==> config.mk <==
export PLATFORM = sky130hd
export DESIGN_NAME = id_ex_pipe_reg
export DESIGN_NICKNAME = d
export VERILOG_FILES = /design/src/rtl/id_ex_pipe_reg.sv
export SDC_FILE = /design/constraint.sdc
export NUM_CORES = 1
export LEC_CHECK = 0
export BUFFER_PORTS_ARGS = -buffer_cell sky130_fd_sc_hd__buf_2
export CAP_MARGIN = 20
export CORE_MARGIN = 2
export CORE_UTILIZATION = 25
export DETAILED_ROUTE_END_ITERATION = 10
export PLACE_DENSITY = 0.54
export SLEW_MARGIN = 10
export SYNTH_ARGS = -nofsm -noshare
export SYNTH_HDL_FRONTEND = slang
export SYNTH_SLANG_ARGS = --single-unit
==> constraint.sdc <==
create_clock -name clk -period 19.37 [get_ports clk]
set_clock_uncertainty 0.05 [all_clocks]
set_input_delay 0.9685 -clock clk [delete_from_list [all_inputs] [get_ports clk]]
set_output_delay 0.9685 -clock clk [all_outputs]
set_load 0.02 [all_outputs]
==> src/rtl/id_ex_pipe_reg.sv <==
// ID->EX pipeline register with a valid/ready handshake on both sides.
// A two-entry skid buffer keeps in_ready free of any combinational path from out_ready.
module id_ex_pipe_reg #(
    parameter int XLEN    = 64,
    parameter int RADDR_W = 5,
    parameter int FUNCT_W = 4,
    parameter int ALUOP_W = 2
) (
    input  logic               clk,
    input  logic               reset,
    input  logic               flush,
    input  logic               in_valid,
    output logic               in_ready,
    input  logic [XLEN-1:0]    in_pc,
    input  logic [XLEN-1:0]    in_rs1_data,
    input  logic [XLEN-1:0]    in_rs2_data,
    input  logic [XLEN-1:0]    in_imm,
    input  logic [FUNCT_W-1:0] in_funct,
    input  logic [RADDR_W-1:0] in_rd,
    input  logic [ALUOP_W-1:0] in_alu_op,
    input  logic [5:0]         in_ctrl,
    output logic               out_valid,
    input  logic               out_ready,
    output logic [XLEN-1:0]    out_pc,
    output logic [XLEN-1:0]    out_rs1_data,
    output logic [XLEN-1:0]    out_rs2_data,
    output logic [XLEN-1:0]    out_imm,
    output logic [FUNCT_W-1:0] out_funct,
    output logic [RADDR_W-1:0] out_rd,
    output logic [ALUOP_W-1:0] out_alu_op,
    output logic [5:0]         out_ctrl,
    output logic [1:0]         occ
);

    localparam int DATA_W = 4 * XLEN + FUNCT_W + RADDR_W;
    localparam int CTL_W  = ALUOP_W + 6;

    typedef enum logic [1:0] {
        ST_EMPTY = 2'd0,
        ST_ONE   = 2'd1,
        ST_FULL  = 2'd2
    } state_t;

    state_t              r_state;
    state_t              w_state_nxt;
    logic [DATA_W-1:0]   r_main_data;
    logic [DATA_W-1:0]   r_skid_data;
    logic [CTL_W-1:0]    r_main_ctl;
    logic [CTL_W-1:0]    r_skid_ctl;
    logic [DATA_W-1:0]   w_in_data;
    logic [CTL_W-1:0]    w_in_ctl;
    logic                w_main_valid;
    logic                w_accept;
    logic                w_issue;
    logic                w_ld_main_in;
    logic                w_ld_main_skid;
    logic                w_ld_skid_in;

    assign w_in_data    = {in_pc, in_rs1_data, in_rs2_data, in_imm, in_funct, in_rd};
    assign w_in_ctl     = {in_alu_op, in_ctrl};
    assign w_main_valid = (r_state == ST_ONE) || (r_state == ST_FULL);

    // Ready only looks at registered occupancy, flush and reset.
    assign in_ready = ((r_state == ST_EMPTY) || (r_state == ST_ONE)) && !flush && !reset;
    assign w_accept = in_valid && in_ready;
    assign w_issue  = w_main_valid && out_ready;

    // Next-state and entry-load selection.
    always_comb begin
        w_state_nxt    = r_state;
        w_ld_main_in   = 1'b0;
        w_ld_main_skid = 1'b0;
        w_ld_skid_in   = 1'b0;
        if (flush) begin
            w_state_nxt = ST_EMPTY;
        end else begin
            case (r_state)
                ST_EMPTY: begin
                    if (w_accept) begin
                        w_state_nxt  = ST_ONE;
                        w_ld_main_in = 1'b1;
                    end else begin
                        w_state_nxt = ST_EMPTY;
                    end
                end
                ST_ONE: begin
                    if (w_accept && w_issue) begin
                        w_state_nxt  = ST_ONE;
                        w_ld_main_in = 1'b1;
                    end else if (w_accept) begin
                        w_state_nxt  = ST_FULL;
                        w_ld_skid_in = 1'b1;
                    end else if (w_issue) begin
                        w_state_nxt = ST_EMPTY;
                    end else begin
                        w_state_nxt = ST_ONE;
                    end
                end
                ST_FULL: begin
                    if (w_issue) begin
                        w_state_nxt    = ST_ONE;
                        w_ld_main_skid = 1'b1;
                    end else begin
                        w_state_nxt = ST_FULL;
                    end
                end
                default: begin
                    w_state_nxt = ST_EMPTY;
                end
            endcase
        end
    end

    // Occupancy state register.
    always_ff @(posedge clk or posedge reset) begin
        if (reset) begin
            r_state <= ST_EMPTY;
        end else begin
            r_state <= w_state_nxt;
        end
    end

    // Main entry payload; the skid entry refills it so order stays FIFO.
    always_ff @(posedge clk or posedge reset) begin
        if (reset) begin
            r_main_data <= {DATA_W{1'b0}};
        end else if (w_ld_main_in) begin
            r_main_data <= w_in_data;
        end else if (w_ld_main_skid) begin
            r_main_data <= r_skid_data;
        end
    end

    // Main entry control; flush scrubs it so a stale strobe can never leak.
    always_ff @(posedge clk or posedge reset) begin
        if (reset) begin
            r_main_ctl <= {CTL_W{1'b0}};
        end else if (flush) begin
            r_main_ctl <= {CTL_W{1'b0}};
        end else if (w_ld_main_in) begin
            r_main_ctl <= w_in_ctl;
        end else if (w_ld_main_skid) begin
            r_main_ctl <= r_skid_ctl;
        end
    end

    // Skid entry payload.
    always_ff @(posedge clk or posedge reset) begin
        if (reset) begin
            r_skid_data <= {DATA_W{1'b0}};
        end else if (w_ld_skid_in) begin
            r_skid_data <= w_in_data;
        end
    end

    // Skid entry control.
    always_ff @(posedge clk or posedge reset) begin
        if (reset) begin
            r_skid_ctl <= {CTL_W{1'b0}};
        end else if (flush) begin
            r_skid_ctl <= {CTL_W{1'b0}};
        end else if (w_ld_skid_in) begin
            r_skid_ctl <= w_in_ctl;
        end
    end

    assign out_valid = w_main_valid;
    assign {out_pc, out_rs1_data, out_rs2_data, out_imm, out_funct, out_rd} = r_main_data;
    assign out_ctrl   = w_main_valid ? r_main_ctl[5:0] : 6'b000000;
    assign out_alu_op = w_main_valid ? r_main_ctl[CTL_W-1:6] : {ALUOP_W{1'b0}};
    assign occ        = r_state;

endmodule

== Word-level counts from Yosys, hierarchy flattened ==
Cells that the tools add are included.

* Bits in latches: 0
* Flip-flop bits (word level): 548
* Memories kept: 0
* Bits in read-only memories: 0
* RAM bits: 0
* Output and inout bits: 277

* Equality and inequality tests: 2
* Mux-type cells: 26
* Bitwise logic cells: 0
* Div/mod/pow operators: 0
* $mul: 0
* Shifts and indexed selects: 0
* Add/sub/neg operators: 0
* Reduce and logical (&&, ||, !) cells: 13
* Order comparisons: 0

{| class="wikitable"
|+ Operator list
! kind !! count
|-
| $mux 265 || 2
|-
| $mux 8 || 5
|-
| $mux 1 || 11
|-
| $mux 2 || 5
|-
| $mux 6 || 1
|-
| $pmux 2 s3 || 1
|-
| $logic_and 1x1->1 || 5
|-
| $reduce_bool 2->1 || 2
|-
| $reduce_bool 3->1 || 1
|-
| $eq 2x1->1 const B || 1
|-
| $eq 2x2->1 const B || 1
|-
| $logic_not 1->1 || 2
|-
| $logic_not 2->1 || 1
|-
| $logic_or 1x1->1 || 2
|-
| $pmux 1 s2 || 1
|}

== Logic depth before layout (Yosys ltp) ==
* Word-level depth: 11
* Mapped depth: 13
* Mapped depth without buffers: 9

== Least setup slack after synthesis ==
Ideal clock, no wire load.

* Path kind: input to register
* Start point: in flush
* End point: reg r_skid_data[100]
* Required time: 19.192 ns
* Buffers on the path: 7
* Stages on the path: 13
* Arrival: 3.452 ns
* Path slack: 15.740 ns
* Cells stage by stage: buf_2 > buf_2 > buf_1 > nor3_1 > and2_1 > ha_1 > and2_1 > buf_4 > nand2b_1 > clkbuf_1 > buf_2 > buf_4 > mux2_1

* Longest elaborated chain between the ends: 8
* Elaborated cells on any way between the ends: 9

{| class="wikitable"
|+ RTL lines
! item !! line !! RTL
|-
| start: declaration || 11 || <nowiki>input logic flush,</nowiki>
|-
| $logic_not 1->1 (*) || 64 || <nowiki>assign in_ready = ((r_state == ST_EMPTY) || (r_state == ST_ONE)) && !flush && !reset;</nowiki>
|-
| $logic_and 1x1->1 (*) (2 in a row) || 64 ||
|-
| net in_ready || 13 || <nowiki>output logic in_ready,</nowiki>
|-
| $logic_and 1x1->1 (*) || 65 || <nowiki>assign w_accept = in_valid && in_ready;</nowiki>
|-
| $mux 1 / $logic_and 1x1->1 (equally long branches) || 90, 87 ||
|-
| $mux 1 (*) || 87 || <nowiki>if (w_accept && w_issue) begin</nowiki>
|-
| $mux 1 (*) || 77 || <nowiki>case (r_state)</nowiki>
|-
| $mux 1 (*) || 74 || <nowiki>if (flush) begin</nowiki>
|-
| end signal: assignment || 150 || <nowiki>r_skid_data <= {DATA_W{1'b0}};</nowiki>
|-
| end signal: assignment || 152 || <nowiki>r_skid_data <= w_in_data;</nowiki>
|-
| end: declaration || 47 || <nowiki>logic [DATA_W-1:0] r_skid_data;</nowiki>
|}

Mark *: on every way through the listed nets, which the timed path passes. The rest lies on a longest branch.
A chain may end at the register's enable or synchronous reset.

== Worst setup path in the final report ==
* Start point: in flush
* End point: reg r_main_data[118]

* Longest elaborated chain between the ends: 9
* Elaborated cells on any way between the ends: 12

{| class="wikitable"
|+ RTL lines
! item !! line !! RTL
|-
| $logic_not 1->1 || 64 ||
|-
| $logic_and 1x1->1 (2 in a row) || 64 ||
|-
| $logic_and 1x1->1 || 65 ||
|-
| $logic_and 1x1->1 || 87 ||
|-
| $mux 1 || 87 ||
|-
| $pmux 1 s2 || 77 ||
|-
| $mux 1 || 74 ||
|-
| $mux 265 / $reduce_bool 2->1 (equally long branches) || n/a ||
|-
| end signal: assignment || 126 || <nowiki>r_main_data <= {DATA_W{1'b0}};</nowiki>
|-
| end signal: assignment || 128 || <nowiki>r_main_data <= w_in_data;</nowiki>
|-
| end signal: assignment || 130 || <nowiki>r_main_data <= r_skid_data;</nowiki>
|-
| end: declaration || 46 || <nowiki>logic [DATA_W-1:0] r_main_data;</nowiki>
|}

Parallel ways exist; a longest one is shown, timed or not.

==> metrics.md <==
| Metric | Value |
|---|---|
| Synth Area in XOR/XNOR | 0% |
| Most common cell after layout, fill and taps aside | buf_2 |
| Syn Area/Cell | 11.84 sq um |
| Clock Latency Late Sink | 0.62 ns |
| GRT met3 Usage | 4.586% |
| Final Hold Fails | 0 |
| Total chip power | 3.367 mW |
| Starting Density | 25.23% |
| Post-synthesis sequential area ratio | 53.34% |
| Reg clk slew, reported paths | 0.06 ns |
| Outcome | complete, no violations |
| Vias | 18770 |
| Htree depth | 3 |
| FMAX | 0.1719 GHz |
| Post-synthesis adder-cell area fraction | 0.2920% |
| Worst Path Required | 19.87 ns |
| Fin Setup TNS | 0 ns |
| Post-CTS setup repair buffer count | 0 |
| Period utilization | 30.03% |
| GR peak layer | met2 |
| Most frequent cells in the layout | buf_2 (553), dfrtp_1 (548), a21oi_1 (282) |
| Least-Margin Pin Slew | 1.111 ns |
| Yosys reg bits | 548 |
| WL per Instance | 18.96 microns |
| # hold bufs at CTS | 0 |
| Post-synthesis mux area share | 11.92% |
| Setup crit start kind | input port |
| Placed Instances | 3906 |
| CP Class | in2reg |
| Cell Chain, Critical Path | buf_8, nor3_1, and2_1, ha_1, nand2_4, buf_12, a31o_4, buf_4, buf_4, buf_4, a221o_1 |
| # port buffers | 554 |
| Crit end category | register |
| Yosys cell types | 24 |
| Met2 global-route usage | 22.38% |
| Utilization after layout | 30.96% |
| Setup-failing EPs final | 0 |
| Critical Path Source | flush |
| CP max stage cell | buf_4 |
| Hold slack | 0.4061 ns |
| Max_slew headroom | 25.92% |
| Met1 Track Usage GR | 18.07% |
| I/O pin total | 555 |
| CP max stage delay | 0.81 ns |
| DR vias/cell | 4.651 |
| Worst R2R Start | occ[1] |
| Post-Syn Nets | 2456 |
| LEAKAGE | 14.86 nW |
| Pwr per Cell Area | 106.7 mW/mm^2 |
| FP Rows | 117 |
| Remaining Overflow, GRT | 0 |
| Die X | 324.7 microns |
| Die area | 0.1054 sq mm |
| Worst min path class | in2async |
| Synthesized cell area | 0.02571 sq mm |
| Fin cells | 4036 |
| Antenna violations before repair | 22 |
| First-pass detailed-route iteration total | 5 |
| Pins Over Slew Limit | 0 |
| Vias in the first global route | 18470 |
| R2r endpoint | r_main_data[118] |
| Largest net degree at the start of global routing | 234 |
| CP Buf/Inv Count | 5 |
| Gate Count Post-Synth | 2172 |
| Max VDD drop | 53.38 uV |
| MaxCap Viol Count | 0 |
| Multi-input combinational cell area | 0.01083 sq mm |
| Post-CTS Resized | 0 |
| CTS Buffer Depth | 3 |
| Synth Area in Simple Gates | 13.64% |
| FF-to-FF setup slack | 13.72 ns |
| CTS tree | yes |
| Flip-flop and latch area | 0.01371 sq mm |
| Share of layout cells above drive strength 1 | 34.44% |
| # DRC | 0 |
| Total track usage | 14.10% |
| Most used cell, CP | buf_4 |
| Initial DRC count | 1132 |
| Placeable Area | 0.1019 sq mm |
| Cts bufs inserted | 70 |
| Crit path max fanout | 141 |
| Largest family of logic cells by synthesized area | compound AO/OA/AOI/OAI gates |
| DRT antenna net count | 0 |
| Layout overhead on the synthesized area | 22.71% |
| R2R cell count | 13 |
| RSZ-0062 raised after global routing | false |
| Filler Cell Count | 10520 |
| Detailed Route WL | 76.52 mm |
| Crit path DAT | 6.31 ns |
| Routability cong. | 0.7700 |
| CP delay by family, top | buffers and inverters |
| First-pass GRT wire length | 117.1 mm |
| Min cycle time layout | 5.817 ns |
| Nets | 2894 |
| Chip Height | 324.7 microns |
| Root buffer cell | clkbuf_16 |
| Yosys Warn Count | 0 |
| Dpl hpwl | 46.50 mm |
| Compound-cell area share of the yosys netlist | 16.11% |
| # clock sinks | 548 |
## registers in the layout (all words and copies together), names as in the netlist
| register | count |
|---|---|
| r_skid_ctl | 8 |
| occ | 2 |
| r_skid_data | 265 |
| r_main_data | 265 |
| r_main_ctl | 8 |
## layout make-up
cell class / instances / share of cell area (%)
inverter: 5 / 0.08329
multi-input combinational: 1405 / 34.34
clock buffer: 99 / 6.310
sequential: 548 / 43.47
antenna: 8 / 0.06346
timing repair buffer: 580 / 9.559
tap: 1368 / 5.426
clock inverter: 23 / 0.7496
## synthesized netlist by cell type
master	count	area, sq um
buf_2	47	235.2
a221o_1	265	2653
inv_1	5	18.77
buf_4	13	97.59
a21oi_1	282	1411
a211oi_1	8	60.06
and2_1	12	75.07
mux2i_1	8	80.08
nand4bb_1	1	11.26
nand2b_1	266	1664
ha_1	6	75.07
mux2_2	224	2522
buf_1	4	15.01
nor2b_1	265	1658
nand2_1	21	78.83
a31o_2	1	8.760
nor3_1	2	10.01
and3_1	1	6.260
nor2_1	1	3.750
clkbuf_1	113	424.2
mux2_1	41	461.7
dfrtp_1	548	13710
buf_6	37	416.7
a311oi_1	1	8.760
## report_power, final
group / leakage (nW) / switching [mW] / internal (mW) / total [mW]
registers: 7.17 / 0.106 / 1.33 / 1.44
clock network: 1.09 / 0.525 / 0.747 / 1.27
logic: 6.60 / 0.365 / 0.291 / 0.656
total: 14.9 / 0.996 / 2.37 / 3.37
## cell families (layout without fill, tap and decap cells)
group           Yosys count  count (layout)
flops                   548             548
mux                     273             273
compound gates          557             557
fa+ha+maj                 6               6
simple gates            569             569
other cells               0               8
buf+inv                 219             707
## metrics by stage
stage               area (sq um)  worst slack (ns)
floorplan                  25710             3.031
global placement           29300             12.80
detailed placement         29300             12.68
CTS                        31530             13.39
global route               31540             13.21
finish                     31550             13.55
## worst max path at each step
stage                        to  slack, ns  depth (start not counted)
6_report       r_main_data[118]      13.55                         11
5_1_grt        r_main_data[118]      13.21                         11
4_1_cts        r_main_data[127]      13.39                         11
3_5_place_dp   r_main_data[122]      12.68                         11
3_3_place_gp   r_main_data[172]      12.80                         11
2_1_floorplan            occ[0]       3.03                          1
## per-layer routing
metal	routed length [microns]	part of all wire [%]
met1	33270	43
met2	35770	47
met3	5338	7.0
met4	1981	2.6
met5	163	0.21
Power figures use the tool's default switching activity.
